===== src/rtl/conv_stream_loader.sv =====
// Stream receive side for the conv engine: loads one kernel, then one ifmap, from a
// raster-ordered valid/ready byte stream, then runs the engine until it reports done.
module conv_stream_loader #(
  parameter int IFMAP_HEIGHT  = 8,
  parameter int IFMAP_WIDTH   = 8,
  parameter int KERNEL_HEIGHT = 3,
  parameter int KERNEL_WIDTH  = 3,
  parameter int DATA_WIDTH    = 8
) (
  input  logic                         clk,
  input  logic                         reset,
  input  logic                         start,
  input  logic                         s_valid,
  output logic                         s_ready,
  input  logic [DATA_WIDTH-1:0]        s_data,
  input  logic                         s_last,
  output logic signed [DATA_WIDTH-1:0] weights [0:KERNEL_HEIGHT-1][0:KERNEL_WIDTH-1],
  output logic [DATA_WIDTH-1:0]        ifmap   [0:IFMAP_HEIGHT-1][0:IFMAP_WIDTH-1],
  output logic                         conv_en,
  input  logic                         conv_done,
  output logic                         busy,
  output logic                         frame_done,
  output logic                         err
);

  localparam int KR_W = (KERNEL_HEIGHT > 1) ? $clog2(KERNEL_HEIGHT) : 1;
  localparam int KC_W = (KERNEL_WIDTH  > 1) ? $clog2(KERNEL_WIDTH)  : 1;
  localparam int IR_W = (IFMAP_HEIGHT  > 1) ? $clog2(IFMAP_HEIGHT)  : 1;
  localparam int IC_W = (IFMAP_WIDTH   > 1) ? $clog2(IFMAP_WIDTH)   : 1;

  localparam logic [KR_W-1:0] KR_LAST = KR_W'(KERNEL_HEIGHT - 1);
  localparam logic [KC_W-1:0] KC_LAST = KC_W'(KERNEL_WIDTH - 1);
  localparam logic [IR_W-1:0] IR_LAST = IR_W'(IFMAP_HEIGHT - 1);
  localparam logic [IC_W-1:0] IC_LAST = IC_W'(IFMAP_WIDTH - 1);

  typedef enum logic [2:0] {IDLE, LOAD_W, LOAD_I, RUN, DONE} state_t;

  state_t          state_reg;
  logic [KR_W-1:0] wr_reg;
  logic [KC_W-1:0] wc_reg;
  logic [IR_W-1:0] ir_reg;
  logic [IC_W-1:0] ic_reg;
  logic            conv_en_reg;
  logic            busy_reg;
  logic            frame_done_reg;
  logic            err_reg;
  logic            run_first_reg;

  logic accept;
  logic w_last_beat;
  logic i_last_beat;

  assign s_ready     = (state_reg == LOAD_W) || (state_reg == LOAD_I);
  assign accept      = s_valid && s_ready;
  assign w_last_beat = (wr_reg == KR_LAST) && (wc_reg == KC_LAST);
  assign i_last_beat = (ir_reg == IR_LAST) && (ic_reg == IC_LAST);

  assign conv_en    = conv_en_reg;
  assign busy       = busy_reg;
  assign frame_done = frame_done_reg;
  assign err        = err_reg;

  always_ff @(posedge clk or posedge reset) begin
    if (reset) begin
      state_reg      <= IDLE;
      wr_reg         <= '0;
      wc_reg         <= '0;
      ir_reg         <= '0;
      ic_reg         <= '0;
      conv_en_reg    <= 1'b0;
      busy_reg       <= 1'b0;
      frame_done_reg <= 1'b0;
      err_reg        <= 1'b0;
      run_first_reg  <= 1'b0;
    end else begin
      frame_done_reg <= 1'b0;
      case (state_reg)
        IDLE: begin
          if (start) begin
            state_reg <= LOAD_W;
            wr_reg    <= '0;
            wc_reg    <= '0;
            ir_reg    <= '0;
            ic_reg    <= '0;
            err_reg   <= 1'b0;
            busy_reg  <= 1'b1;
          end
        end
        LOAD_W: begin
          if (accept) begin
            // Only the final ifmap beat may carry s_last.
            if (s_last) err_reg <= 1'b1;
            if (w_last_beat) begin
              wr_reg    <= '0;
              wc_reg    <= '0;
              state_reg <= LOAD_I;
            end else if (wc_reg == KC_LAST) begin
              wc_reg <= '0;
              wr_reg <= wr_reg + 1'b1;
            end else begin
              wc_reg <= wc_reg + 1'b1;
            end
          end
        end
        LOAD_I: begin
          if (accept) begin
            if (s_last != i_last_beat) err_reg <= 1'b1;
            if (i_last_beat) begin
              ir_reg        <= '0;
              ic_reg        <= '0;
              state_reg     <= RUN;
              conv_en_reg   <= 1'b1;
              run_first_reg <= 1'b1;
            end else if (ic_reg == IC_LAST) begin
              ic_reg <= '0;
              ir_reg <= ir_reg + 1'b1;
            end else begin
              ic_reg <= ic_reg + 1'b1;
            end
          end
        end
        RUN: begin
          // A done flag left over from the previous frame is masked on the first RUN cycle.
          run_first_reg <= 1'b0;
          if (!run_first_reg && conv_done) begin
            state_reg      <= DONE;
            conv_en_reg    <= 1'b0;
            frame_done_reg <= 1'b1;
          end
        end
        DONE: begin
          state_reg <= IDLE;
          busy_reg  <= 1'b0;
        end
        default: state_reg <= IDLE;
      endcase
    end
  end

  always_ff @(posedge clk or posedge reset) begin
    if (reset) begin
      for (int r = 0; r < KERNEL_HEIGHT; r++)
        for (int c = 0; c < KERNEL_WIDTH; c++)
          weights[r][c] <= '0;
      for (int r = 0; r < IFMAP_HEIGHT; r++)
        for (int c = 0; c < IFMAP_WIDTH; c++)
          ifmap[r][c] <= '0;
    end else if (accept) begin
      if (state_reg == LOAD_W)
        weights[wr_reg][wc_reg] <= s_data;
      else
        ifmap[ir_reg][ic_reg] <= s_data;
    end
  end

endmodule


===== config.mk =====
export PLATFORM = sky130hd
export DESIGN_NAME = conv_stream_loader
export DESIGN_NICKNAME = d
export VERILOG_FILES = /design/src/rtl/conv_stream_loader.sv
export SDC_FILE = /design/constraint.sdc
export NUM_CORES = 1
export LEC_CHECK = 0
export BUFFER_PORTS_ARGS = -buffer_cell sky130_fd_sc_hd__buf_2
export CAP_MARGIN = 25
export CORE_AREA = 2 2 231 233
export DETAILED_ROUTE_END_ITERATION = 16
export DIE_AREA = 0 0 233 235
export PLACE_DENSITY = 0.7
export RECOVER_POWER = 100
export SKIP_LAST_GASP = 1
export SLEW_MARGIN = 20
export SYNTH_ARGS = -nofsm -noshare
export SYNTH_HDL_FRONTEND = slang
export SYNTH_SLANG_ARGS = --single-unit

===== constraint.sdc =====
create_clock -name clk -period 41 [get_ports clk]
set_input_delay 8.2 -clock clk [delete_from_list [all_inputs] [get_ports clk]]
set_output_delay 8.2 -clock clk [all_outputs]
set_load 0.01 [all_outputs]

* Word-level counts from Yosys, hierarchy flattened *
Index checks and enable logic that the tools add are counted.

storage, ports and cells
  register bits = 602
  bits of input ports = 14
  output and inout bits = 589
  logic and storage cells = 196

cells by class
  add/subtract/negate cells = 4
  magnitude comparators = 8
  equal/unequal tests = 19
  mux-type cells = 50
  bitwise operators = 5
  reduce and logical (&&, ||, !) cells = 27

operator list
  cell                  count
  $bwmux W512           1
  $demux W64 S3         1
  $bwmux W72            1
  $mux W64              1
  $demux W24 S2         1
  $mux W3               13
  $demux W8 S3          1
  $mux W24              1
  $demux W8 S2          1
  $mux W8               2
  $mux W2               7
  $ne A2 B2 Y1 const B  7
  $pmux W3 S2           2
  $pmux W3 S4           1
  $reduce_and A4 Y1     3
  $reduce_and A6 Y1     2
  $mux W1               11
  $eq A3 B3 Y1 const B  3
  $reduce_and A3 Y1     3
  $ge A4 B4 Y1 const B  2
  $logic_and A1 B1 Y1   8
  $lt A4 B1 Y1 const B  2
  $not A3 Y4            2
  $pmux W2 S2           2
  20 further kinds      35

* Logic depth before layout (Yosys ltp) *
Gate-level depths: netlist of run 1.

  depth in word-level cells = 8
  gate-level depth with buffers = 7
  mapped depth without buffers = 6

* Least setup slack after synthesis of run 1 *
No wires, ideal clock.

  path type = input to register
  from = input port s_valid
  to = register ifmap[320] (netlist bit)
  library setup time = 125 ps
  arrival time = 9680 ps
  data required time = 40875 ps
  setup slack = 31195 ps
  stages = 6
  buffers on the path = 2
  cell sequence = buf_4 > nand4bb_1 > or4b_1 > buf_6 > nor2_8 > mux2_2

between the ends
  cells in the longest elaborated chain, start to end = 2

RTL lines
  item                                RTL line  text
  from (decl)                         13        input logic s_valid,
  $logic_and A1 B1 Y1                 54        assign accept = s_valid && s_ready;
  $reduce_and A2 Y1 (no source line)  --
  to (signal, indexed assignment)     152       ifmap[ir_reg][ic_reg] <= s_data;
  to (decl)                           18        output logic [DATA_WIDTH-1:0] ifmap [0:IFMAP_HEIGHT-1][0:IFMAP_WIDTH-1],

No other way between the ends.
A chain may end at the register's enable or synchronous reset.

==> results of run 1 <==
worst min path at each step:
stage / slack (ps) / cells past startpoint / start / to
final: 490 / 1 / ifmap[344] / ifmap[344]
after global routing: 500 / 1 / ifmap[206] / ifmap[206]
after CTS: 480 / 1 / ifmap[344] / ifmap[344]
after detailed placement: 470 / 1 / ifmap[344] / ifmap[344]
after global placement: 460 / 1 / ifmap[199] / ifmap[199]
after floorplan: 460 / 1 / run_first_reg / run_first_reg
where the power goes:
group | switching (uW) | internal [uW] | total [uW]
Sequential | 31.8 | 639 | 671
Clock | 230 | 347 | 577
Combinational | 107 | 63.1 | 170
Total | 369 | 1050 | 1420
critical path, cell delays in order:
cell	delay, ps
buf_2	110
clkinvlp_2	2840
clkbuf_1	2840
clkbuf_1	4370
clkbuf_1	2630
buf_6	790
routing by layer:
layer / up-vias / track usage (%) / wire [um] / part of all wire, %
met5: - / 0 / 13 / 0.020
met4: 2 / 8.16 / 2290 / 3.4
met3: 121 / 5.89 / 4380 / 6.6
met2: 475 / 39.7 / 32500 / 49
met1: 7716 / 30.4 / 27400 / 41
li1: 6303 / - / - / -
final cells by class:
cell class,instances,area [um^2],share of cell area [%]
Sequential cell,602,15100,53.9
Multi-Input combinational cell,757,7540,26.9
Timing Repair Buffer,621,2380,8.53
Clock buffer,86,1800,6.44
Tap cell,688,861,3.08
Clock inverter,22,299,1.07
Inverter,6,23.8,0.0850
layout by cell type (no fill, tap or decap), types with 5 or more instances in the layout:
cell type,netlist,final
clkbuf_16,0,61
mux2_2,567,563
buf_2,10,10
nand2b_1,6,6
a21oi_1,6,6
nand3b_1,6,6
nor2_1,11,44
nor3b_1,6,6
buf_4,2,9
bufinv_16,0,7
clkinv_2,0,10
dfrtp_1,602,602
nand3_1,5,5
nor3_1,3,5
nand2_1,43,46
o21ai_0,8,8
clkbuf_1,65,608
clkbuf_8,0,18
mux2_1,20,24
cells in the mapped netlist (2+ instances only):
cell,count
dfrtp_1,602
and3_1,2
o21a_1,2
inv_1,5
nor3_4,2
or4b_1,2
nand4bb_1,2
a32o_1,3
a22o_1,2
buf_1,8
nor3b_1,6
nor3_1,3
mux2_1,20
clkbuf_1,65
or3_1,4
nand3b_1,6
nand2_1,43
o21ai_0,8
nor2_4,8
and4b_1,2
nand3_1,5
nor2_2,9
a21oi_1,6
nand2b_1,6
nor2_8,16
nor2_1,11
ha_1,4
buf_2,10
buf_6,2
mux2_2,567
nand2_2,3
buf_4,2
through the flow:
step / area [um^2] / total power [uW] / setup slack, ps / instances
after floorplan: 23400 / 787 / 15950 / 1452
after global placement: 27000 / 865 / 29260 / 2672
after CTS: 29100 / 1450 / 29800 / 2780
after global routing: 28000 / 1480 / 16630 / 2782
after detailed placement: 27000 / 873 / 29140 / 2672
final: 28000 / 1420 / 19530 / 2782
logic make-up after synthesis:
| family | Yosys count |
|---|---|
| AOI/OAI and AO/OA | 29 |
| and+or+nand+nor | 136 |
| buffers and inverters | 93 |
| adders and majority gates | 4 |
| muxes | 588 |
| DFF | 602 |
==> qor.yml, run 1 <==
ant_nets: 0
gp_congestion: 0.809
outcome: "finished, violations left"
ys_seq_area_share_pct: 64.5
fillerInstances: 4607
r2r_slack_ps: 37890
rows: 84
p_leak_uw: 0.0138
clock-sinks: 602
syn_area_mm2: 0.0234
diodes: 0
core_mm2: 0.0522
cts_setup_buffers: 0
numPortBuffers: 602
hold_viol_final: 0
root_buffer: "clkbuf_16"
hp-class: "flip-flop to flip-flop"
vias: 14600
postCtsHoldBufs: 0
final_util_pct: 53.5
drtIter0Drc: 635
initial_core_util_pct: 44.7
synth_edf_count: 0
tightest_slew_ps: 6000
critPathCapture: "weights[55]"
dp_hpwl_um: 43800
period_needed_ps: 21470
setup_tns_ps: 0
r2r_end: "weights[68]"
drive_gt1_share_pct: 32.8
r2r_cells: 4
slew_violations: 524
grt_pass1_wl_um: 98600
avgSynthCellArea_um2: 16.1
holdWs_ps: 487
period_share_pct: 52.4
grt_pass1_vias: 15000
antenna_found_initial: 1
syn-num-nets: 1470
drc_errors: 0
synth-seq-cells: 602
cts_tree: "yes"
synth_cell_types: 48
die_w_um: 233
synthXorXnorAreaFrac_pct: 0
slew_headroom_pct: -300
grt_overflow_total: 0
muxShareOfSynthArea_pct: 28.3
cp.arrival_ps: 22120
crit_type: "input port to async pin"
synth_warnings: 0
dieArea_mm2: 0.0548
ioPinCount: 603
reg_top3: "ifmap: 512 flops, weights: 72 flops"
required_ps: 41650
crit_path_end_kind: "async pin"
synth_top_area_share_pct: 64.5
worstSetupStartpoint: "reset"
setup.worst_path.start_class: "input port"
synth-main-ff-cell: "dfrtp_1"
p_per_area_mw_per_mm2: 50.7
drt-total-wl_um: 66500
timing.fmax_mhz: 46.6
clk_latency_ps: 610
synth_top_family_by_area: "multiplexers"
synthCells: 1452
cts_buffers: 60
synthAdderAreaFrac_pct: 0.214
skew_ps: 14.4
synth_compound_area_share_pct: 0.846
finalSetupViolations: 0
timing.rr.start: "state_reg[1]"
track_usage_pct: 23.8
cts.repair.resized: 0
top_register: "ifmap"
vdd_drop_max_v: 0.0000370
largest_reg_flops: 512
area_delta_synth_final_pct: 19.7
post_drt_via_cell_ratio: 5.25
die_h_um: 235
rsz0062_at_grt: "no"
clk_pin_slew_worst_paths_ps: 60
grt_max_degree: 189
synth_simple_gate_area_share_pct: 4.46
cp_max_fo: 123
violations: "capacitance limit, slew limit"
cts-htree-levels: 2
cts_buffer_depth: 3
firstDrtPassIters: 4
fin_nets: 2066
async_reset_ff_share_pct: 100
wl_per_cell_um: 23.9
yosysTopAreaCell: "dfrtp_1"
synth.area.top_cells: "dfrtp_1 64%, mux2_2 27%, nor2_8 1.4%"
cap_violations: 8
(Power assumes the default switching activity.)
==> run 2, diff against run 1 <==
--- a/config.mk
+++ b/config.mk
@@ -7,10 +7,10 @@
 export LEC_CHECK = 0
 export BUFFER_PORTS_ARGS = -buffer_cell sky130_fd_sc_hd__buf_2
 export CAP_MARGIN = 25
-export CORE_AREA = 2 2 231 233
+export CORE_AREA = 2 2 233 235
 export DETAILED_ROUTE_END_ITERATION = 16
-export DIE_AREA = 0 0 233 235
-export PLACE_DENSITY = 0.7
+export DIE_AREA = 0 0 235 237
+export PLACE_DENSITY = 0.69
 export RECOVER_POWER = 100
 export SKIP_LAST_GASP = 1
 export SLEW_MARGIN = 20
==> constraint.sdc (replaced) <==
create_clock -name clk -period 21.6 [get_ports clk]
set_input_delay 4.32 -clock clk [delete_from_list [all_inputs] [get_ports clk]]
set_output_delay 4.32 -clock clk [all_outputs]
set_load 0.01 [all_outputs]
==> run 2 against run 1 <==
The flow still finishes with violations (capacitance limit, slew limit). Global-route usage decreased by 0.29 points. Cell area shrank 0.20%. Core utilization down 1.2 points. Clock skew down 1.0 ps. Combinational power grew 86%. Die area increased by 1.7%. Critical path type unchanged. Critical endpoint is now ifmap[68].
==> qor.yml, run 2 (same netlist as run 1, synthesis figures left out) <==
numPortBuffers: 602  # unchanged
cp.arrival_ps: 12160  # -9960 ps
hp-class: "flip-flop to flip-flop"
period_needed_ps: 11540
wl_per_cell_um: 24.0  # +0.29%
post_drt_via_cell_ratio: 5.26  # about the same
cp_max_fo: 99  # -20%
cts-htree-levels: 2  # unchanged
comb_power_share_pct: 12.0  # about the same
die_h_um: 237  # +0.85%
clockPowerShare_pct: 39.7  # -1.0 points
track_usage_pct: 23.6  # -0.29 points
gp_congestion: 0.791  # -2.1%
timing.fmax_mhz: 86.7
outcome: "finished, violations left"
pre_cts_slack_ps: 14210  # -14,930 ps
clk_latency_ps: 620  # about the same
drc_errors: 0  # unchanged
final_cell_mix: "612 x clkbuf_1, 602 x dfrtp_1, 563 x mux2_2, 61 x clkbuf_16, 46 x nand2_1"
cp.buffers_inverters: 5  # -1
slowest_stage: "clkinvlp_2"
root_buffer: "clkbuf_16"
rows: 85  # +1.2%
cts_setup_buffers: 0  # unchanged
drive_gt1_share_pct: 32.6  # -0.19 points
period_share_pct: 53.4
pwr-share-seq_pct: 48.3  # +1.0 points
p_leak_uw: 0.0138  # -0.11%
crit_chain: "buf_2 -> clkinvlp_2 -> clkbuf_1 -> clkbuf_1 -> buf_4"
finalSetupViolations: 0  # unchanged
slew_headroom_pct: -202  # +98 points
cap_violations: 6  # -2
worst_slack_ps: 10060  # -9460 ps
crit_type: "input port to async pin"
cts_buffer_depth: 3  # unchanged
dp_hpwl_um: 44100  # +0.61%
antenna_found_initial: 1  # unchanged
initial_core_util_pct: 43.8  # -0.88 points
fin_nets: 2066  # unchanged
crit_path_end_kind: "async pin"
final_common_cell: "clkbuf_1"
p_per_area_mw_per_mm2: 94.4  # +86%
rsz0062_at_grt: "no"
cts.repair.resized: 0  # unchanged
cp_top_family: "buffers and inverters"
hold_viol_final: 0  # unchanged
p_int_uw: 1950  # +86%
vdd_drop_max_v: 0.0000606  # +64%
slowest_delay_ps: 2360  # -2010 ps
clock-sinks: 602  # unchanged
setup.worst_path.start_class: "input port"
setup_tns_ps: 0  # unchanged
largest_reg_flops: 512  # unchanged
drtIter0Drc: 787  # +24%
dp_cells: 2679  # +0.26%
violations: "capacitance limit, slew limit"
reg_top3: "ifmap: 512 flops, weights: 72 flops"
dieArea_mm2: 0.0557  # +1.7%
cts_tree: "yes"
grt_pass1_wl_um: 99600  # +0.97%
die_w_um: 235  # +0.86%
cp_common_cell: "clkbuf_1"
p_sw_share_pct: 26.1  # +0.094 points
required_ps: 22220  # -19,430 ps
core_mm2: 0.0533  # +2.0%
ioPinCount: 603  # unchanged
grt_max_degree: 181  # -4.2%
vias: 14700  # +0.31%
r2r_slack_ps: 18570  # -19,320 ps
ant_nets: 0  # unchanged
cts_buffers: 60  # unchanged
slew_violations: 427  # -19%
drt-total-wl_um: 66900  # +0.58%
firstDrtPassIters: 4  # unchanged
tightest_slew_ps: 4530  # -1480 ps
diodes: 0  # unchanged
grt_overflow_total: 0  # unchanged
top_register: "ifmap"
grt_pass1_vias: 15100  # +0.31%
postCtsHoldBufs: 0  # unchanged
clk_pin_slew_worst_paths_ps: 60  # about the same
skew_ps: 13.4  # -1.01 ps
area_delta_synth_final_pct: 19.5
fillerInstances: 4798  # +4.1%
p_sw_uw: 688  # +87%
post_layout_nonfiller_instances: 2790  # +0.29%
-- run 2: cell types whose count changed in the layout (fill, tap and decap cells not counted) --
cell,change
buf_16,+1
bufinv_16,-3
buf_2,-1
buf_6,-1
clkinv_2,+4
clkinvlp_4,-4
inv_6,+2
clkbuf_8,-3
clkinv_4,-1
buf_12,+2
clkbuf_1,+4
-- run 2: stage by stage --
| step | power, uW | util (%) | hold slack [ps] | cell area (um^2) |
|---|---|---|---|---|
| after floorplan | 1490 | - | 455 | 23400 |
| final | 2640 | 52.4 | 487 | 27900 |
| after global routing | 2750 | 52.4 | 504 | 27900 |
| after global placement | 1640 | 50.7 | 462 | 27000 |
| after CTS | 2700 | 54.4 | 483 | 29000 |
| after detailed placement | 1650 | 50.7 | 469 | 27000 |
-- run 2: final cells by class --
class                      instances  area, um^2  area share (%)
clock inverter                    20         208           0.744
sequential                       602       15100            54.0
inverter                           6        23.8          0.0852
tap                              696         871            3.12
timing repair buffer             621        2430            8.71
multi-input combinational        757        7540            27.0
clock buffer                      88        1780            6.37
-- run 2: final timing paths --
check                           cells past startpoint    endpoint         start
worst min-delay path                                1  ifmap[198]    ifmap[198]
worst max-delay path                                5   ifmap[68]         reset
worst min register to register                      1  ifmap[198]    ifmap[198]
max in group clk                                    5  ifmap[339]       s_valid
min in group asynchronous                           2   ifmap[26]         reset
worst max register to register                      4  ifmap[339]  state_reg[1]
-- run 2: worst register-to-register path, stage by stage (launching register included) --
cell       delay (ps)
dfrtp_1           660
nand4bb_1         320
or4b_1            790
nor2_1            720
mux2_2            420
-- run 2: power groups by stage --
stage	registers, uW	clock network, uW	logic, uW
floorplan	1310	0	181
global placement	1280	0	352
detailed placement	1290	0	359
CTS	1270	1070	359
global route	1280	1120	346
finish	1270	1050	317
-- run 2: metal layers --
metal / share of wire [%] / GRT usage [%]
met5: 0.018 / 0
met4: 3.2 / 8.38
met3: 6.5 / 5.99
met1: 42 / 30.5
met2: 49 / 38.6
==> run 3, diff against run 2 <==
--- a/config.mk
+++ b/config.mk
@@ -5,11 +5,12 @@
 export SDC_FILE = /design/constraint.sdc
 export NUM_CORES = 1
 export LEC_CHECK = 0
+export ABC_AREA = 1
 export BUFFER_PORTS_ARGS = -buffer_cell sky130_fd_sc_hd__buf_2
 export CAP_MARGIN = 25
-export CORE_AREA = 2 2 233 235
+export CORE_AREA = 2 2 234 236
 export DETAILED_ROUTE_END_ITERATION = 16
-export DIE_AREA = 0 0 235 237
+export DIE_AREA = 0 0 236 238
 export PLACE_DENSITY = 0.69
 export RECOVER_POWER = 100
 export SKIP_LAST_GASP = 1
==> constraint.sdc (replaced) <==
create_clock -name clk -period 9.8 [get_ports clk]
set_input_delay 1.96 -clock clk [delete_from_list [all_inputs] [get_ports clk]]
set_output_delay 1.96 -clock clk [all_outputs]
set_load 0.01 [all_outputs]
==> run 3 against run 2 <==
The run still ends with capacitance limit, slew limit left. Clock skew grew 16 ps. Clock power grew 130%. Total power grew 120%. Worst hold slack lost 6.0 ps. Synthesized area shrank 5.1%. Routed wire length grew 4.2%. Combinational power grew 110%. Worst setup slack lost 6200 ps. Via count grew 20%. Sequential share of layout area grew 2.3 points. Count of clock-buffer cells in the layout grew 3.
==> qor.yml, run 3 <==
drt-total-wl_um: 69800  # +4.2%
cts_tree: "yes"
gp_congestion: 0.833  # +5.3%
synth_commonest_cells: "633 x nand2_1, 602 x dfrtp_1, 311 x o21ai_1, 273 x o21ai_0, 66 x nand2_2"
root_buffer: "clkbuf_16"
grt_pass1_wl_um: 105000  # +5.3%
async_reset_ff_share_pct: 100  # unchanged
setup.worst_path.start_class: "input port"
synth_cell_types: 26  # -46%
die_w_um: 236  # +0.43%
rows: 85  # unchanged
period_needed_ps: 5980
cts_setup_buffers: 0  # unchanged
fillerInstances: 5159  # +7.5%
die_h_um: 238  # +0.42%
wl_per_cell_um: 20.4  # -15%
initial_core_util_pct: 41.4  # -2.4 points
ioPinCount: 603  # unchanged
outcome: "finished, violations left"
synth.area.top_cells: "dfrtp_1 68%, nand2_1 11%, o21ai_1 7.0%"
slew_headroom_pct: -173  # +28 points
ant_nets: 0  # unchanged
holdWs_ps: 481  # -6.02 ps
dieArea_mm2: 0.0562  # +0.85%
power_uw: 5840  # +120%
slowest_delay_ps: 2310  # -50 ps
grt_max_degree: 174  # -3.9%
drive_gt1_share_pct: 5.38  # -27 points
top_register: "ifmap"
yosysTopAreaCell: "dfrtp_1"
dp_cells: 3310  # +24%
cts-htree-levels: 2  # unchanged
cts.repair.resized: 0  # unchanged
diodes: 0  # unchanged
avgSynthCellArea_um2: 10.5  # -35%
drc_errors: 0  # unchanged
grt_overflow_total: 0  # unchanged
slowest_stage: "clkbuf_1"
crit_type: "input port to async pin"
required_ps: 10060  # -12,160 ps
largest_reg_flops: 512  # unchanged
clk_latency_ps: 620  # about the same
skew_ps: 29.3  # +15.9 ps
final_common_cell: "nand2_1"
finalSetupViolations: 0  # unchanged
cts_buffer_depth: 3  # unchanged
synth_edf_count: 0  # unchanged
clock-sinks: 602  # unchanged
synth-seq-cells: 602  # unchanged
final_cell_mix: "698 x nand2_1, 613 x clkbuf_1, 602 x dfrtp_1, 544 x o21ai_0, 62 x clkbuf_16"
cp_max_fo: 58  # -41%
ys_seq_area_share_pct: 67.9  # +3.5 points
drtIter0Drc: 1360  # +73%
violations: "capacitance limit, slew limit"
vias: 17600  # +20%
syn_area_mm2: 0.0222  # -5.1%
tightest_slew_ps: 4100  # -427 ps
synth-main-ff-cell: "dfrtp_1"
slew_violations: 502  # +18%
antenna_found_initial: 0  # -1
cp.arrival_ps: 6240  # -5920 ps
syn-num-nets: 2139  # +46%
synth_warnings: 0  # unchanged
p_per_area_mw_per_mm2: 218  # +130%
cap_violations: 9  # +3
dp_hpwl_um: 45600  # +3.4%
hold_viol_final: 0  # unchanged
period_share_pct: 61.0
core_mm2: 0.0535  # +0.40%
p_leak_uw: 0.0120  # -13%
postCtsHoldBufs: 0  # unchanged
cts_buffers: 61  # +1.7%
synth_top_area_share_pct: 67.9  # +3.5 points
post_layout_nonfiller_instances: 3426  # +23%
timing.fmax_mhz: 167
vdd_drop_max_v: 0.000158  # +160%
track_usage_pct: 24.3  # +0.71 points
reg_top3: "ifmap: 512 flops, weights: 72 flops"
crit_path_end_kind: "async pin"
grt_pass1_vias: 17100  # +13%
numPortBuffers: 602  # unchanged
crit_chain: "buf_2 -> clkinvlp_2 -> clkbuf_1 -> clkbuf_1"
post_drt_via_cell_ratio: 5.13  # -2.4%
hp-class: "flip-flop to flip-flop"
yosysMostFrequentCell: "nand2_1"
firstDrtPassIters: 5  # +1
clk_pin_slew_worst_paths_ps: 60  # about the same
fin_nets: 2699  # +31%
rsz0062_at_grt: "no"
synthCells: 2121  # +46%
cp_common_cell: "clkbuf_1"
area_delta_synth_final_pct: 20.7
==> run 3: cell types whose count changed in the layout (fill, tap and decap cells not counted), moves of 6 or more <==
cell,change
nand2_1,+652
mux2_2,-563
o21ai_0,+536
o21ai_1,+47
mux2_1,-24
nor2_1,-22
inv_1,+16
nand3_1,+14
nor3_4,+7
clkinv_2,-6
nand2b_1,-6
nor3b_1,-6
==> run 3: worst paths after layout <==
check | start | to | slack (ps) | cells after the start
worst max-delay path | reset | ifmap[428] | 3820 | 4
worst min-delay path | err | err | 480 | 2
worst max register to register | state_reg[2] | ifmap[173] | 6340 | 8
worst min register to register | err | err | 480 | 2
max in group clk | s_data[6] | ifmap[158] | 4200 | 5
min in group asynchronous | reset | weights[35] | 2640 | 3
==> run 3: per-layer routing <==
layer | part of all wire [%] | global-route usage, %
met4 | 3.6 | 9.30
met1 | 41 | 31.3
met3 | 7.3 | 5.62
met2 | 48 | 40.1
met5 | 0 | 0
==> run 3: power breakdown <==
group          internal [uW]  switching (uW)
clock network           1460             969
registers               2640             111
logic                    177             485
==> run 3: cell families (layout without fill, tap and decap cells) <==
logic type / count (synthesis) / count (layout) / synth area share [%]
flip-flops: 602 / 602 / 67.9
AO/OA/AOI/OAI: 597 / 597 / 13.6
adder cells (fa/ha/maj): 4 / 4 / 0.226
AND/OR/NAND/NOR: 759 / 759 / 14.6
buffers and inverters: 159 / 768 / 3.59
==> run 3: cell type report <==
cell class | instances | area, um^2 | area share [%]
clock inverter | 21 | 309 | 1.16
sequential | 602 | 15100 | 56.3
inverter | 30 | 120 | 0.449
timing repair buffer | 626 | 2530 | 9.45
tap | 696 | 871 | 3.25
multi-input combinational | 1360 | 6050 | 22.6
clock buffer | 91 | 1810 | 6.77
==> run 3: stage by stage <==
step	instance area, um^2	setup slack [ps]	util, %	setup TNS, ps
floorplan	22200	-371	-	-223460
detailed placement	25600	6050	47.9	0
global route	26800	2970	50.0	0
finish	26800	3820	50.0	0
global placement	25500	6100	47.7	0
CTS	27700	5970	51.9	0
==> run 3: worst max-delay path, delay by kind of cell <==
kind | cells | cell delay (ps)
buffers and inverters | 4 | 4200
